**src/rtl/dffre_bank_pkg.sv**
```systemverilog
// Shared definitions for the dffre bank write arbiter.
//   state_t    : controller state (IDLE / CLEAR)
//   ceil_log2  : ceiling log2, used for the grant index width
//   onehot     : word index -> one-hot word enable, zero when out of range
package dffre_bank_pkg;

  typedef enum logic {
    IDLE  = 1'b0,
    CLEAR = 1'b1
  } state_t;

  // Widest bank the controller supports; onehot() works at this width and
  // callers size-cast the result down to their own DEPTH.
  localparam int MAX_DEPTH = 16;
  localparam int MAX_AW    = 4;

  function automatic int ceil_log2(input int n);
    int r;
    r = 0;
    for (int i = 0; i < 31; i++) begin
      if ((1 << i) < n) r = i + 1;
    end
    return r;
  endfunction

  // Indices at or beyond depth yield all-zero so nothing gets written.
  function automatic logic [MAX_DEPTH-1:0] onehot(input logic [MAX_AW-1:0] idx,
                                                  input int depth);
    logic [MAX_DEPTH-1:0] v;
    v = '0;
    if (int'(idx) < depth) v[idx] = 1'b1;
    return v;
  endfunction

endpackage

```
**src/rtl/dffre_bank_write_arbiter_rr_arbiter.sv**
```systemverilog
// Combinational round-robin picker.
//   req       : request vector
//   ptr       : index with highest priority this cycle
//   grant     : one-hot grant (zero when no request)
//   grant_idx : binary index of the granted requester
//   grant_vld : some requester was granted
module rr_arbiter
  import dffre_bank_pkg::*;
#(
  parameter int N_REQ = 2,
  localparam int IW   = (ceil_log2(N_REQ) < 1) ? 1 : ceil_log2(N_REQ)
) (
  input  logic [N_REQ-1:0] req,
  input  logic [IW-1:0]    ptr,
  output logic [N_REQ-1:0] grant,
  output logic [IW-1:0]    grant_idx,
  output logic             grant_vld
);

  logic [IW-1:0] cand;

  // Walk from the farthest candidate back towards ptr so the closest
  // requesting index (in wrap-around order) is the last one written.
  always_comb begin
    grant     = '0;
    grant_idx = '0;
    grant_vld = 1'b0;
    cand      = '0;
    for (int i = N_REQ - 1; i >= 0; i--) begin
      cand = IW'((int'(ptr) + i) % N_REQ);
      if (req[cand]) begin
        grant       = '0;
        grant[cand] = 1'b1;
        grant_idx   = cand;
        grant_vld   = 1'b1;
      end
    end
  end

endmodule

```
**src/rtl/dffre_bank_write_arbiter.sv**
```systemverilog
// Write controller for a bank of DEPTH enable-gated reset flops.
// Round-robin shares the bank write path among N_REQ requesters and runs a
// clear sweep that zeroes one word per cycle. All outputs are registered.
//   clk      : clock
//   i_Reset  : asynchronous active-high reset
//   i_Req    : per-requester write request, held until its ack
//   i_Addr   : per-requester word address, slice k = requester k
//   i_Data   : per-requester write data, slice k = requester k
//   i_Clear  : pulse that starts a clear sweep
//   o_Ack    : one-hot commit pulse to the granted requester
//   o_Enable : one-hot (or zero) word enable into the bank
//   o_D      : data into the bank
//   o_Busy   : clear sweep in progress
module dffre_bank_write_arbiter
  import dffre_bank_pkg::*;
#(
  parameter int N_REQ = 2,
  parameter int WIDTH = 8,
  parameter int DEPTH = 4,
  localparam int AW   = $clog2(DEPTH),
  localparam int IW   = (ceil_log2(N_REQ) < 1) ? 1 : ceil_log2(N_REQ)
) (
  input  logic                   clk,
  input  logic                   i_Reset,
  input  logic [N_REQ-1:0]       i_Req,
  input  logic [N_REQ*AW-1:0]    i_Addr,
  input  logic [N_REQ*WIDTH-1:0] i_Data,
  input  logic                   i_Clear,
  output logic [N_REQ-1:0]       o_Ack,
  output logic [DEPTH-1:0]       o_Enable,
  output logic [WIDTH-1:0]       o_D,
  output logic                   o_Busy
);

  state_t            state;
  logic [AW-1:0]     cnt;
  logic [IW-1:0]     ptr;

  logic [AW-1:0]     addr_arr [N_REQ];
  logic [WIDTH-1:0]  data_arr [N_REQ];

  logic [N_REQ-1:0]  grant;
  logic [IW-1:0]     grant_idx;
  logic              grant_vld;
  logic [DEPTH-1:0]  addr_oh;
  logic [DEPTH-1:0]  cnt_oh;

  always_comb begin
    for (int k = 0; k < N_REQ; k++) begin
      addr_arr[k] = i_Addr[k*AW +: AW];
      data_arr[k] = i_Data[k*WIDTH +: WIDTH];
    end
  end

  rr_arbiter #(
    .N_REQ(N_REQ)
  ) u_rr (
    .req      (i_Req),
    .ptr      (ptr),
    .grant    (grant),
    .grant_idx(grant_idx),
    .grant_vld(grant_vld)
  );

  always_comb begin
    addr_oh = DEPTH'(onehot(MAX_AW'(addr_arr[grant_idx]), DEPTH));
    cnt_oh  = DEPTH'(onehot(MAX_AW'(cnt), DEPTH));
  end

  // ---- decision -> registered outputs (one cycle latency) ----
  always_ff @(posedge clk or posedge i_Reset) begin
    if (i_Reset) begin
      state    <= IDLE;
      cnt      <= '0;
      ptr      <= '0;
      o_Ack    <= '0;
      o_Enable <= '0;
      o_D      <= '0;
      o_Busy   <= 1'b0;
    end else begin
      case (state)
        IDLE: begin
          o_Busy <= 1'b0;
          if (i_Clear) begin
            // Clear wins over any pending request this cycle.
            state    <= CLEAR;
            cnt      <= '0;
            o_Ack    <= '0;
            o_Enable <= '0;
          end else if (grant_vld) begin
            o_Ack    <= grant;
            o_Enable <= addr_oh;
            o_D      <= data_arr[grant_idx];
            if (int'(grant_idx) == N_REQ - 1) ptr <= '0;
            else                              ptr <= grant_idx + 1'b1;
          end else begin
            o_Ack    <= '0;
            o_Enable <= '0;
          end
        end
        CLEAR: begin
          // Requests and further clears are left waiting; ptr is untouched.
          o_Ack    <= '0;
          o_Enable <= cnt_oh;
          o_D      <= '0;
          o_Busy   <= 1'b1;
          if (cnt == AW'(DEPTH - 1)) begin
            state <= IDLE;
            cnt   <= '0;
          end else begin
            cnt <= cnt + 1'b1;
          end
        end
        default: state <= IDLE;
      endcase
    end
  end

endmodule

```
**config.mk**
```make
export PLATFORM = sky130hd
export DESIGN_NAME = dffre_bank_write_arbiter
export DESIGN_NICKNAME = d
export VERILOG_FILES = /design/src/rtl/dffre_bank_pkg.sv /design/src/rtl/dffre_bank_write_arbiter_rr_arbiter.sv /design/src/rtl/dffre_bank_write_arbiter.sv
export SDC_FILE = /design/constraint.sdc
export NUM_CORES = 1
export LEC_CHECK = 0
export ABC_AREA = 1
export BUFFER_PORTS_ARGS = -buffer_cell sky130_fd_sc_hd__buf_2
export CAP_MARGIN = 10
export CORE_ASPECT_RATIO = 0.8
export CORE_UTILIZATION = 47
export DETAILED_ROUTE_END_ITERATION = 10
export PLACE_DENSITY = 0.83
export SLEW_MARGIN = 25
export SYNTH_ARGS = -nofsm -noshare
export SYNTH_HDL_FRONTEND = slang
export SYNTH_SLANG_ARGS = --single-unit
```
**constraint.sdc**
```tcl
create_clock -name clk -period 1.4 [get_ports clk]
set_input_delay 0.42 -clock clk [delete_from_list [all_inputs] [get_ports clk]]
set_output_delay 0.42 -clock clk [all_outputs]
set_load 0.02 [all_outputs]
```
==> flow_summary.json <==
{
  "yosysWarnings": 0,
  "synthesis.nets": 144,
  "synth_xor_xnor_area_share_pct": 0,
  "area_growth_pct": 24.9,
  "drv_slew": 0,
  "final_nets": 189,
  "dp_hpwl_mm": 1.57,
  "first_pass_iters": 4,
  "place.gp.congestion": 0.773,
  "nFillCells": 181,
  "period_minus_slack_ns": 1.27,
  "peakVddDrop_v": 0.000754,
  "pwr_density_cell_mw_per_mm2": 1500,
  "status": "completed",
  "cts_tree": "built",
  "setup_slack_ns": 0.126,
  "synth.area.mux_share_pct": 0,
  "cp.required_ns": 0.98,
  "multi_input_area_um2": 422,
  "critPathKind": "flop to primary output",
  "routedWlPerCell_um": 10.8,
  "fp.dieH_um": 43.2,
  "worst_setup_path_end_kind": "primary output",
  "synth_compound_area_share_pct": 10.8,
  "final_cells": 183,
  "antenna_found_initial": 0,
  "grt_pass1_wl_mm": 3.52,
  "timing.final.crit_share_pct": 91.0,
  "synth_top_area_cell": "dfrtp_1",
  "grt_pass1_vias": 816,
  "r2r_cells": 7,
  "clk_pin_slew_ns": 0.11,
  "final-seq-area_um2": 475,
  "rsz0062_at_grt": "false",
  "maxCapViolations": 0,
  "fin_skew_ns": 0.00180,
  "synth_cell_types": 17,
  "htreeDepth": 1,
  "synthSimpleGateAreaFrac_pct": 26.4,
  "drc": 0,
  "hold_path.class": "input port to async pin",
  "cp_max_fo": 2,
  "synth_common_cells": "45 x nand2_1, 19 x dfrtp_1, 16 x inv_1, 7 x nand3_1, 5 x o211ai_2",
  "netlist_instances": 115,
  "drive_gt1_share_pct": 35.8,
  "io_buffer_count": 39,
  "start_util_pct": 51.4,
  "path_delay_family": "flip-flops",
  "synth_top_family_by_area": "simple AND/OR/NAND/NOR gates",
  "yosysMostFrequentCell": "nand2_1",
  "antennaDiodeCount": 0,
  "slowest_delay_ns": 0.40,
  "r2r_slack_ns": 0.15,
  "synth-edff-count": 0,
  "grtUsageTotal_pct": 21.8,
  "synth-adder-area-share_pct": 5.01,
  "antenna_left": 0,
  "cts_root_buffer": "clkbuf_4",
  "cts.path.max_buffers": 2,
  "synth_top_area_share_pct": 47.6,
  "routed_wirelength_mm": 1.97,
  "dpl.cell_count": 179,
  "synth.avg_cell_area_um2": 8.68,
  "num_rows": 14,
  "overflow": 0,
  "drtIter0Drc": 21,
  "numCtsBuffers": 3,
  "coreArea_mm2": 0.00194,
  "arrival_ns": 0.85,
  "start_kind": "flop",
  "postCtsResizedCells": 0,
  "grt_max_degree": 20,
  "dieArea_mm2": 0.00231,
  "vias": 874,
  "r2r_end": "o_D[6]",
  "path_cells": "buf_2",
  "io_pins": 40,
  "place_ws_ns": -0.0214,
  "cts_num_sinks": 19,
  "vias_per_cell": 4.78,
  "syn_area_um2": 998,
  "seq_area_frac_synth_pct": 47.6,
  "die_x_um": 53.5,
  "worst_pin_slew_ns": 0.325,
  "max_freq_mhz": 785,
  "setup-tns-final_ns": 0,
  "ys_ff_latch": 19,
  "ys.flop_type": "dfrtp_1",
  "r2r_start": "ptr",
  "slew_headroom_pct": 78.3,
  "cp.buffers_inverters": 1,
  "async_flop_share_pct": 100,
  "finalHoldViolations": 0,
  "yosys-top-cells-area": "dfrtp_1 48%, nand2_1 17%, o211ai_2 6.3%",
  "cellLeakagePower_nw": 0.781,
  "cts_hold_buf": 0,
  "clock_latency_ns": 0.30,
  "setup-violations-final": 0,
  "post_cts_buffers": 0,
  "slowest_stage": "dfrtp_1"
}
[layout make-up]
| cell class | instances | area share [%] |
|---|---|---|
| inverters | 16 | 4.81 |
| well taps | 24 | 2.41 |
| clock buffers | 3 | 1.81 |
| clock inverters | 1 | 0.401 |
| multi-input cells | 76 | 33.8 |
| repair buffers | 44 | 18.7 |
| flip-flops and latches | 19 | 38.1 |
[cells by family after synthesis]
family          count (synthesis)
buf+inv                        20
compound gates                 12
simple gates                   60
flops                          19
fa+ha+maj                       4
[placed cells by master (no fill, tap or decap)]
cell,n
nand3b_1,1
buf_2,39
o211ai_2,5
nor2_8,1
dfrtp_1,19
o211ai_1,3
clkbuf_4,3
nor2_2,2
nand2_1,45
inv_1,16
o21ai_0,3
ha_1,4
nor2_1,3
o21a_1,1
clkinv_2,1
or2_4,1
nand3_1,7
buf_4,5
[routing by layer]
metal	vias to the layer above	part of all wire, %	global-route usage, %
met4	0	2.5	13.2
met5	-	0	0
met2	29	49	36.3
li1	447	-	-
met1	394	44	25.7
met3	4	4.6	3.58
[flip-flops by register name, summed over array words and instances (netlist names)]
signal and count:
o_D 8, o_Enable 4, cnt 2, o_Ack 2, o_Busy 1, ptr 1
state 1
[where the power goes]
group / internal (W) / switching (W)
clock: 0.000106 / 0.000173
sequential: 0.000707 / 0.0000719
combinational: 0.000303 / 0.000505
[through the flow]
stage	total power [W]	utilization [%]	cell area, µm²	hold slack, ns
2_1_floorplan	0.00139	-	998	0.371
3_3_place_gp	0.00157	62.7	1220	0.445
3_5_place_dp	0.00160	62.7	1220	0.457
4_1_cts	0.00188	64.2	1250	0.128
5_1_grt	0.00203	64.2	1250	0.144
6_report	0.00187	64.2	1250	0.117
[worst max path at each step]
stage | end | cells after the start | start | slack (ns)
after floorplan | o_D[0] | 6 | state | 0.20
after global placement | o_D[3] | 6 | i_Req[1] | 0.06
after detailed placement | o_D[3] | 6 | i_Req[1] | -0.02
after CTS | o_D[3] | 1 | o_D[3] | 0.12
after global routing | o_D[5] | 7 | ptr | 0.02
final | o_D[3] | 1 | o_D[3] | 0.13
No activity file was read; power rests on OpenSTA's default activity.
